[src/rtl/instruction_fetch_unit_pkg.sv]
// Shared definitions for the instruction fetch unit: core width, AXI response
// codes, reset fetch address and fetch FSM state encoding.
package instruction_fetch_unit_pkg;

    localparam int CORE_XLEN = 32;

    localparam logic [1:0] RESP_OKAY = 2'b00;

    localparam logic [CORE_XLEN-1:0] RESET_PC_DEFAULT = 32'h0000_0000;

    typedef enum logic [1:0] {
        FETCH_IDLE = 2'd0,
        FETCH_ADDR = 2'd1,
        FETCH_DATA = 2'd2
    } fetch_state_t;

endpackage

[src/rtl/instruction_fetch_unit_fetch_fifo.sv]
// Synchronous FIFO with a flush that overrides any push or pop in the same cycle.
// DEPTH must be a power of two so the pointers wrap naturally.
module fetch_fifo #(
    parameter int WIDTH = 65,
    parameter int DEPTH = 2
) (
    input  logic                     i_Clock,
    input  logic                     w_Reset,
    input  logic                     i_Flush,
    input  logic                     i_Push,
    input  logic [WIDTH-1:0]         i_Push_Data,
    input  logic                     i_Pop,
    output logic [WIDTH-1:0]         o_Head,
    output logic [$clog2(DEPTH):0]   o_Count
);

    localparam int PTR_W = $clog2(DEPTH);
    localparam logic [PTR_W:0] FULL_COUNT = DEPTH[PTR_W:0];

    logic [WIDTH-1:0] r_Mem [DEPTH];
    logic [PTR_W-1:0] r_Wr_Ptr;
    logic [PTR_W-1:0] r_Rd_Ptr;
    logic [PTR_W:0]   r_Count;
    logic             w_Do_Push;
    logic             w_Do_Pop;

    assign w_Do_Push = i_Push && !i_Flush && (r_Count != FULL_COUNT);
    assign w_Do_Pop  = i_Pop  && !i_Flush && (r_Count != '0);

    always_ff @(posedge i_Clock) begin
        if (w_Reset || i_Flush) begin
            r_Wr_Ptr <= '0;
            r_Rd_Ptr <= '0;
            r_Count  <= '0;
        end else begin
            if (w_Do_Push) r_Wr_Ptr <= r_Wr_Ptr + 1'b1;
            if (w_Do_Pop)  r_Rd_Ptr <= r_Rd_Ptr + 1'b1;
            case ({w_Do_Push, w_Do_Pop})
                2'b10:   r_Count <= r_Count + 1'b1;
                2'b01:   r_Count <= r_Count - 1'b1;
                default: r_Count <= r_Count;
            endcase
        end
    end

    // Storage needs no reset: the count alone decides what is valid.
    always_ff @(posedge i_Clock) begin
        if (w_Do_Push) r_Mem[r_Wr_Ptr] <= i_Push_Data;
    end

    assign o_Head  = r_Mem[r_Rd_Ptr];
    assign o_Count = r_Count;

endmodule

[src/rtl/instruction_fetch_unit.sv]
// AXI4-Lite instruction fetch master: prefetches sequential words into a small
// FIFO, one outstanding read at a time, with redirect flush and response discard.
module instruction_fetch_unit
    import instruction_fetch_unit_pkg::*;
#(
    parameter int                XLEN       = CORE_XLEN,
    parameter int                FIFO_DEPTH = 2,
    parameter logic [XLEN-1:0]   RESET_PC   = RESET_PC_DEFAULT
) (
    input  logic             i_Clock,
    input  logic             w_Reset,
    input  logic             i_Enable,
    input  logic             i_Redirect,
    input  logic [XLEN-1:0]  i_Redirect_PC,
    input  logic             i_Instruction_Ready,
    output logic [XLEN-1:0]  o_Instruction,
    output logic [XLEN-1:0]  o_Instruction_PC,
    output logic             o_Instruction_Valid,
    output logic             o_Fetch_Error,
    output logic [XLEN-1:0]  s_axil_araddr,
    output logic             s_axil_arvalid,
    input  logic             s_axil_arready,
    input  logic [XLEN-1:0]  s_axil_rdata,
    input  logic [1:0]       s_axil_rresp,
    input  logic             s_axil_rvalid,
    output logic             s_axil_rready
);

    localparam int ENTRY_W = 2 * XLEN + 1;
    localparam int CNT_W   = $clog2(FIFO_DEPTH) + 1;
    localparam logic [CNT_W-1:0] DEPTH_COUNT = FIFO_DEPTH[CNT_W-1:0];

    fetch_state_t     r_State;
    fetch_state_t     w_Next_State;
    logic [XLEN-1:0]  r_Fetch_PC;
    logic [XLEN-1:0]  r_Araddr;
    logic             r_Discard;

    logic [CNT_W-1:0]   w_Count;
    logic [ENTRY_W-1:0] w_Head;
    logic [ENTRY_W-1:0] w_Push_Data;
    logic [XLEN-1:0]    w_Redirect_PC;
    logic               w_Issue;
    logic               w_Beat;
    logic               w_Push;
    logic               w_Pop;

    assign w_Redirect_PC = i_Redirect_PC & ~XLEN'(3);

    // Issue only with a free slot so a returning beat can always be pushed.
    assign w_Issue = (r_State == FETCH_IDLE) && i_Enable && !i_Redirect && (w_Count < DEPTH_COUNT);
    assign w_Beat  = (r_State == FETCH_DATA) && s_axil_rvalid;
    assign w_Push  = w_Beat && !r_Discard && !i_Redirect;
    assign w_Pop   = o_Instruction_Valid && i_Instruction_Ready;

    always_ff @(posedge i_Clock) begin
        if (w_Reset) r_State <= FETCH_IDLE;
        else         r_State <= w_Next_State;
    end

    always_comb begin
        w_Next_State = r_State;
        case (r_State)
            FETCH_IDLE: if (w_Issue)        w_Next_State = FETCH_ADDR;
            FETCH_ADDR: if (s_axil_arready) w_Next_State = FETCH_DATA;
            FETCH_DATA: if (s_axil_rvalid)  w_Next_State = FETCH_IDLE;
            default:                        w_Next_State = FETCH_IDLE;
        endcase
    end

    // A redirect while a read is outstanding marks its beat as stale.
    always_ff @(posedge i_Clock) begin
        if (w_Reset) begin
            r_Fetch_PC <= RESET_PC;
            r_Araddr   <= '0;
            r_Discard  <= 1'b0;
        end else begin
            if (w_Issue) r_Araddr <= r_Fetch_PC;
            if (i_Redirect)  r_Fetch_PC <= w_Redirect_PC;
            else if (w_Push) r_Fetch_PC <= r_Fetch_PC + XLEN'(4);
            if (w_Beat) r_Discard <= 1'b0;
            else if (i_Redirect && (r_State != FETCH_IDLE)) r_Discard <= 1'b1;
        end
    end

    assign w_Push_Data = {s_axil_rdata, r_Araddr, (s_axil_rresp != RESP_OKAY)};

    fetch_fifo #(
        .WIDTH (ENTRY_W),
        .DEPTH (FIFO_DEPTH)
    ) u_fetch_fifo (
        .i_Clock     (i_Clock),
        .w_Reset     (w_Reset),
        .i_Flush     (i_Redirect),
        .i_Push      (w_Push),
        .i_Push_Data (w_Push_Data),
        .i_Pop       (w_Pop),
        .o_Head      (w_Head),
        .o_Count     (w_Count)
    );

    assign o_Instruction_Valid = (w_Count != '0);
    assign o_Instruction       = o_Instruction_Valid ? w_Head[ENTRY_W-1 -: XLEN] : '0;
    assign o_Instruction_PC    = o_Instruction_Valid ? w_Head[XLEN:1] : '0;
    assign o_Fetch_Error       = o_Instruction_Valid && w_Head[0];

    assign s_axil_araddr  = r_Araddr;
    assign s_axil_arvalid = (r_State == FETCH_ADDR);
    assign s_axil_rready  = (r_State == FETCH_DATA);

endmodule

[config.mk]
export PLATFORM = sky130hd
export DESIGN_NAME = instruction_fetch_unit
export DESIGN_NICKNAME = d
export VERILOG_FILES = /design/src/rtl/instruction_fetch_unit_pkg.sv /design/src/rtl/instruction_fetch_unit_fetch_fifo.sv /design/src/rtl/instruction_fetch_unit.sv
export SDC_FILE = /design/constraint.sdc
export NUM_CORES = 1
export LEC_CHECK = 0
export CAP_MARGIN = 20
export CORE_MARGIN = 1
export CORE_UTILIZATION = 40
export DETAILED_ROUTE_END_ITERATION = 8
export PLACE_DENSITY = 0.65
export SYNTH_ARGS = -nofsm -noshare
export SYNTH_HDL_FRONTEND = slang
export SYNTH_SLANG_ARGS = --single-unit
export TNS_END_PERCENT = 30
[constraint.sdc]
create_clock -name i_Clock -period 8.45 [get_ports i_Clock]
set_input_delay 1.2675 -clock i_Clock [delete_from_list [all_inputs] [get_ports i_Clock]]
set_output_delay 1.2675 -clock i_Clock [all_outputs]
set_load 0.005 [all_outputs]
## Word level (Yosys, flattened, before mapping)

Memories as Yosys holds them, arrays and structs flattened. A register that Yosys moved wholly into a read port is not among the register bits.
Index checks and enable logic that the tools add are counted.

| storage, ports and cells | value |
|---|---|
| bits in read-only memories | 0 |
| input bits | 73 |
| latch bits | 0 |
| bits in registers | 71 |
| word-level logic and storage cells | 61 |
| output and inout port bits | 100 |
| memories kept | 1 |
| memory bits (writable) | 130 |

Memory list:

| memory | words | width | rd ports | clocked after memory_dff | write ports | RTL line | text |
|---|---|---|---|---|---|---|---|
| u_fetch_fifo.r_Mem | 2 | 65 | 1 | 1 | 1 | instruction_fetch_unit_fetch_fifo.sv:20 | `logic [WIDTH-1:0] r_Mem [DEPTH];` |

| operators by class | value |
|---|---|
| bitwise logic cells | 0 |
| multipliers | 0 |
| add/subtract/negate cells | 5 |
| order comparisons | 1 |
| shift operators | 0 |
| equal/unequal tests | 8 |
| reductions and logical operators | 25 |
| div/mod/pow operators | 0 |
| mux-type cells | 13 |

Operator list:

| operator | number |
|---|---|
| 2-to-1 mux 32 bit | 4 |
| adder 32 x 3 -> 32 bit, second input constant | 1 |
| logical AND 1 bit | 13 |
| nonzero test 2 bit | 5 |
| 2-to-1 mux 2 bit | 3 |
| != test 2 bit, second input constant | 3 |
| case mux 2 bit (3 select lines) | 1 |
| equality test 2 x 1 -> 1 bit, second input constant | 2 |
| equality test 2 bit, second input constant | 2 |
| 2-to-1 mux 1 bit | 4 |
| case mux 2 bit (2 select lines) | 1 |
| OR reduction 2 bit | 2 |
| AND reduction 3 bit | 1 |
| adder 1 bit, second input constant | 2 |
| adder 2 x 1 -> 2 bit, second input constant | 1 |
| logical NOT 1 bit | 2 |
| logical NOT 2 bit | 1 |
| < comparator 2 bit, second input constant | 1 |
| != test 2 x 1 -> 1 bit, second input constant | 1 |
| subtractor 2 x 1 -> 2 bit, second input constant | 1 |
| logical OR 1 bit | 1 |

## Longest topological paths before layout

| logic depth | value |
|---|---|
| depth after elaboration | 8 |
| mapped depth | 9 |

## Cells and area by module

Synthesis repeated with hierarchy kept, for this count alone.

| second synthesis, totals | value |
|---|---|
| cells, all modules | 695 |
| area total of the unflattened synthesis | 8575.7 um^2 |

By module, submodules not included:

| module | instances | area each (um^2) | cells an instance | seq. area each (um^2) |
|---|---|---|---|---|
| fetch_fifo | 1 | 4907.2 | 228 | 4003.8 |
| instruction_fetch_unit | 1 | 3668.5 | 467 | 1261.2 |

## Worst setup path before layout

OpenSTA, ideal clock, no wires.

| timing | value |
|---|---|
| path kind | input-to-reg |
| start point | in i_Redirect |
| end point | mem u_fetch_fifo.r_Mem[0][0] (enable) |
| required time | 7.966 ns |
| arrival | 4.519 ns |
| path slack | 3.447 ns |
| stages on the path | 4 |
| cells stage by stage | clkbuf_1 -> a211oi_1 -> inv_1 -> nor2_1 |

| on the way | value |
|---|---|
| word-level cells in the longest chain between the ends | 6 |

Ends and longest elaborated chain:

| element | RTL line | text |
|---|---|---|
| from (decl) | instruction_fetch_unit.sv:13 | `input logic i_Redirect,` |
| logical NOT 1 bit * | instruction_fetch_unit_fetch_fifo.sv:27, instruction_fetch_unit.sv:53 |  |
| logical AND 1 bit | instruction_fetch_unit.sv:53 | `assign w_Push = w_Beat && !r_Discard && !i_Redirect;` |
| logical AND 1 bit * (2 in series) | instruction_fetch_unit_fetch_fifo.sv:27 | `assign w_Do_Push = i_Push && !i_Flush && (r_Count != FULL_COUNT);` |
| 2-to-1 mux 1 bit * | instruction_fetch_unit_fetch_fifo.sv:48 | `if (w_Do_Push) r_Mem[r_Wr_Ptr] <= i_Push_Data;` |
| 2-to-1 mux 1 bit (implied by the code) * | instruction_fetch_unit_fetch_fifo.sv:48 |  |
| to (decl) | instruction_fetch_unit_fetch_fifo.sv:20 |  |

Every way passes the cells marked *; elsewhere a longest branch is shown, timed or not.

==> run summary <==
status = completed
initial DRC count = 297
yosys warns = 0
Vias = 5,560
grt total ovfl = 0
Compound-Gate Fraction of Synth Area = 0.0722
root buffer cell = clkbuf_16
GPL Wtd Cong = 0.782
Antenna Cells = 0
Worst-path clk slew = 70 ps
Seq/Total Area, Yosys = 0.629
Post-DRT Antenna Nets = 0
top area cells in the synthesized netlist = edfxtp_1 46%, dfxtp_1 17%, mux2i_1 7.8%
maximum VDD drop = 0.130 mV
first-pass GRT wire length = 27,500 um
Synth Area per Inst = 11.6 um^2
vias in the first global route = 5,232
clock skew = 8.29 ps
num rows = 51
# resized after CTS = 0
First-pass DRT Iterations = 5
worst skew pair latency = 430 ps
Die Y = 145 um
DRT Wirelength = 17,200 um
Slew @ Worst Pin = 897 ps
Slew Viols, Final = 0
hpwl dp = 11,100 um
Finished Core Util = 0.528
CTS H-Tree Depth = 4
total global routing track utilization = 0.166
DR vias/cell = 5.03
Fillers = 1,768
Post-route DRC = 0
pwr dens = 182 nW/um^2
IO Count = 173
Netlist cell types = 45
Synth Area in XOR/XNOR = 0.0139
gate count of the mapped netlist = 706
max-cap viol count = 0
main combinational cell family by area after synthesis = simple AND/OR/NAND/NOR gates
adder-cell share of the synthesized area = 0.00306
final net count = 902
worst hold stages = 2
clock net sink count = 194
Setup TNS = 0 ps
Starting Density = 0.413
mux contribution to synthesized area = 0.0783
Die X-Extent = 145 um
Arr. time, crit path = 2570 ps
average wire per standard cell = 15.6 um
I/O Buffers = 166
unrepaired setup endpoints after global routing = no
Max-slew headroom = 0.402
Post-synth top flop = edfxtp_1
Max clock buf depth = 2
Synth top area share = 0.463
Max Fclk = 260 MHz
EDFF count, synth = 126
Final min period = 3840 ps
crit end category = primary output
Fin. Hold Viols = 0
worst reg2reg path depth = 5
CTS buffer count = 17
CP startpoint kind = register
largest net degree at the start of global routing = 73
initial antenna violation count = 0
dominant cell type by area after synthesis = edfxtp_1
min-delay worst type = reg2reg
CTS tree = yes
Post-CTS Setup Bufs = 0
commonest non-fill, non-tap cell in the layout = clkdlybuf4s50_1
Setup Viol. Count Final = 0
Mapped Area = 8180 um^2
Hold Buf Count CTS = 0
CORE AREA = 19,800 um^2
synthesis-to-finish area growth = 27.6%
DIE AREA = 21,000 um^2
worst-path maximum fanout = 49
Critical Path RT = 7180 ps
Async S/R FF share, synth = 0
most frequent cells in the layout = 165 x clkdlybuf4s50_1, 126 x edfxtp_1, 95 x nor2_1, 81 x nand2_1, 67 x dfxtp_1
Pleak = 0.00332 uW
layout cells sized above 1 = 0.0595
#FFs+latches synth = 194
Crit Path Class = reg2out
Synth Area in Simple Gates = 0.147
Tcrit/Tclk final = 0.454
through the flow:
step	instance area, um^2	hold slack [ps]	power [uW]	worst slack, ps	instances
after floorplan	8190	449	1110	3450	709
after global placement	9840	473	1160	4250	1071
after detailed placement	9840	478	1160	4190	1071
after CTS	10400	491	1910	4560	1103
after global routing	10400	516	1960	4430	1105
final	10400	490	1900	4610	1105
synth_stat cells (9+ instances only):
library cell / number
nor2_1: 97
or4_1: 10
edfxtp_1: 126
clkbuf_1: 32
nand4_1: 13
buf_4: 34
inv_1: 11
nand3_1: 9
mux2i_1: 64
a211oi_1: 11
dfxtp_1: 68
a21oi_1: 35
a311oi_1: 13
o31ai_1: 13
nand2_1: 81
nor3_1: 9
nor4_1: 9
cell type report:
| cell class | count | area, um^2 | share of cell area |
|---|---|---|---|
| tap | 265 | 332 | 0.0318 |
| clock inverter | 14 | 120 | 0.0115 |
| multi-input combinational | 427 | 2600 | 0.249 |
| inverter | 12 | 45.0 | 0.00431 |
| timing repair buffer | 175 | 1760 | 0.169 |
| clock buffer | 18 | 429 | 0.0411 |
| sequential | 194 | 5150 | 0.493 |
worst max-delay path: stages (launching register included):
cell	delay, ps
dfxtp_4	520
buf_4	730
mux2i_1	160
nor2_1	150
clkdlybuf4s50_1	520
worst paths after layout:
check / from / to / slack, ps
worst min-delay path: r_Fetch_PC[26]$_SDFFE_PP0P_ / s_axil_araddr[26]$_SDFFE_PP0P_ / 490
worst max register to register: r_State[1]$_SDFFE_PP0P_ / u_fetch_fifo.r_Mem[0][21]$_DFFE_PP_ / 5630
worst max-delay path: register / o_Instruction_PC[13] / 4610
worst min register to register: r_Fetch_PC[26]$_SDFFE_PP0P_ / s_axil_araddr[26]$_SDFFE_PP0P_ / 490
flip-flops by register name, indices dropped and copies added, names as in the netlist, named ones only:
register / cells
r_Discard: 1
r_Fetch_PC: 30
r_State: 2
s_axil_araddr: 30
u_fetch_fifo.o_Count: 2
u_fetch_fifo.r_Mem: 126
u_fetch_fifo.r_Rd_Ptr: 1
u_fetch_fifo.r_Wr_Ptr: 1
cell families after synthesis:
family / Yosys count
compound gates: 88
xor+xnor: 13
fa+ha+maj: 2
buf+inv: 88
flops: 194
mux: 64
other cells: 1
simple gates: 256
layer usage:
| layer | up-vias | part of all wire | GRT usage |
|---|---|---|---|
| met2 | 145 | 0.48 | 0.265 |
| met3 | 21 | 0.042 | 0.0333 |
| met5 | - | 0 | 0 |
| met1 | 2630 | 0.46 | 0.223 |
| li1 | 2764 | - | - |
| met4 | 0 | 0.015 | 0.0580 |
power breakdown:
part,internal (uW),switching (uW)
sequential,1020,20.6
clock,387,367
combinational,58.2,44.4
Note: power is estimated with default switching activity, not from simulation.
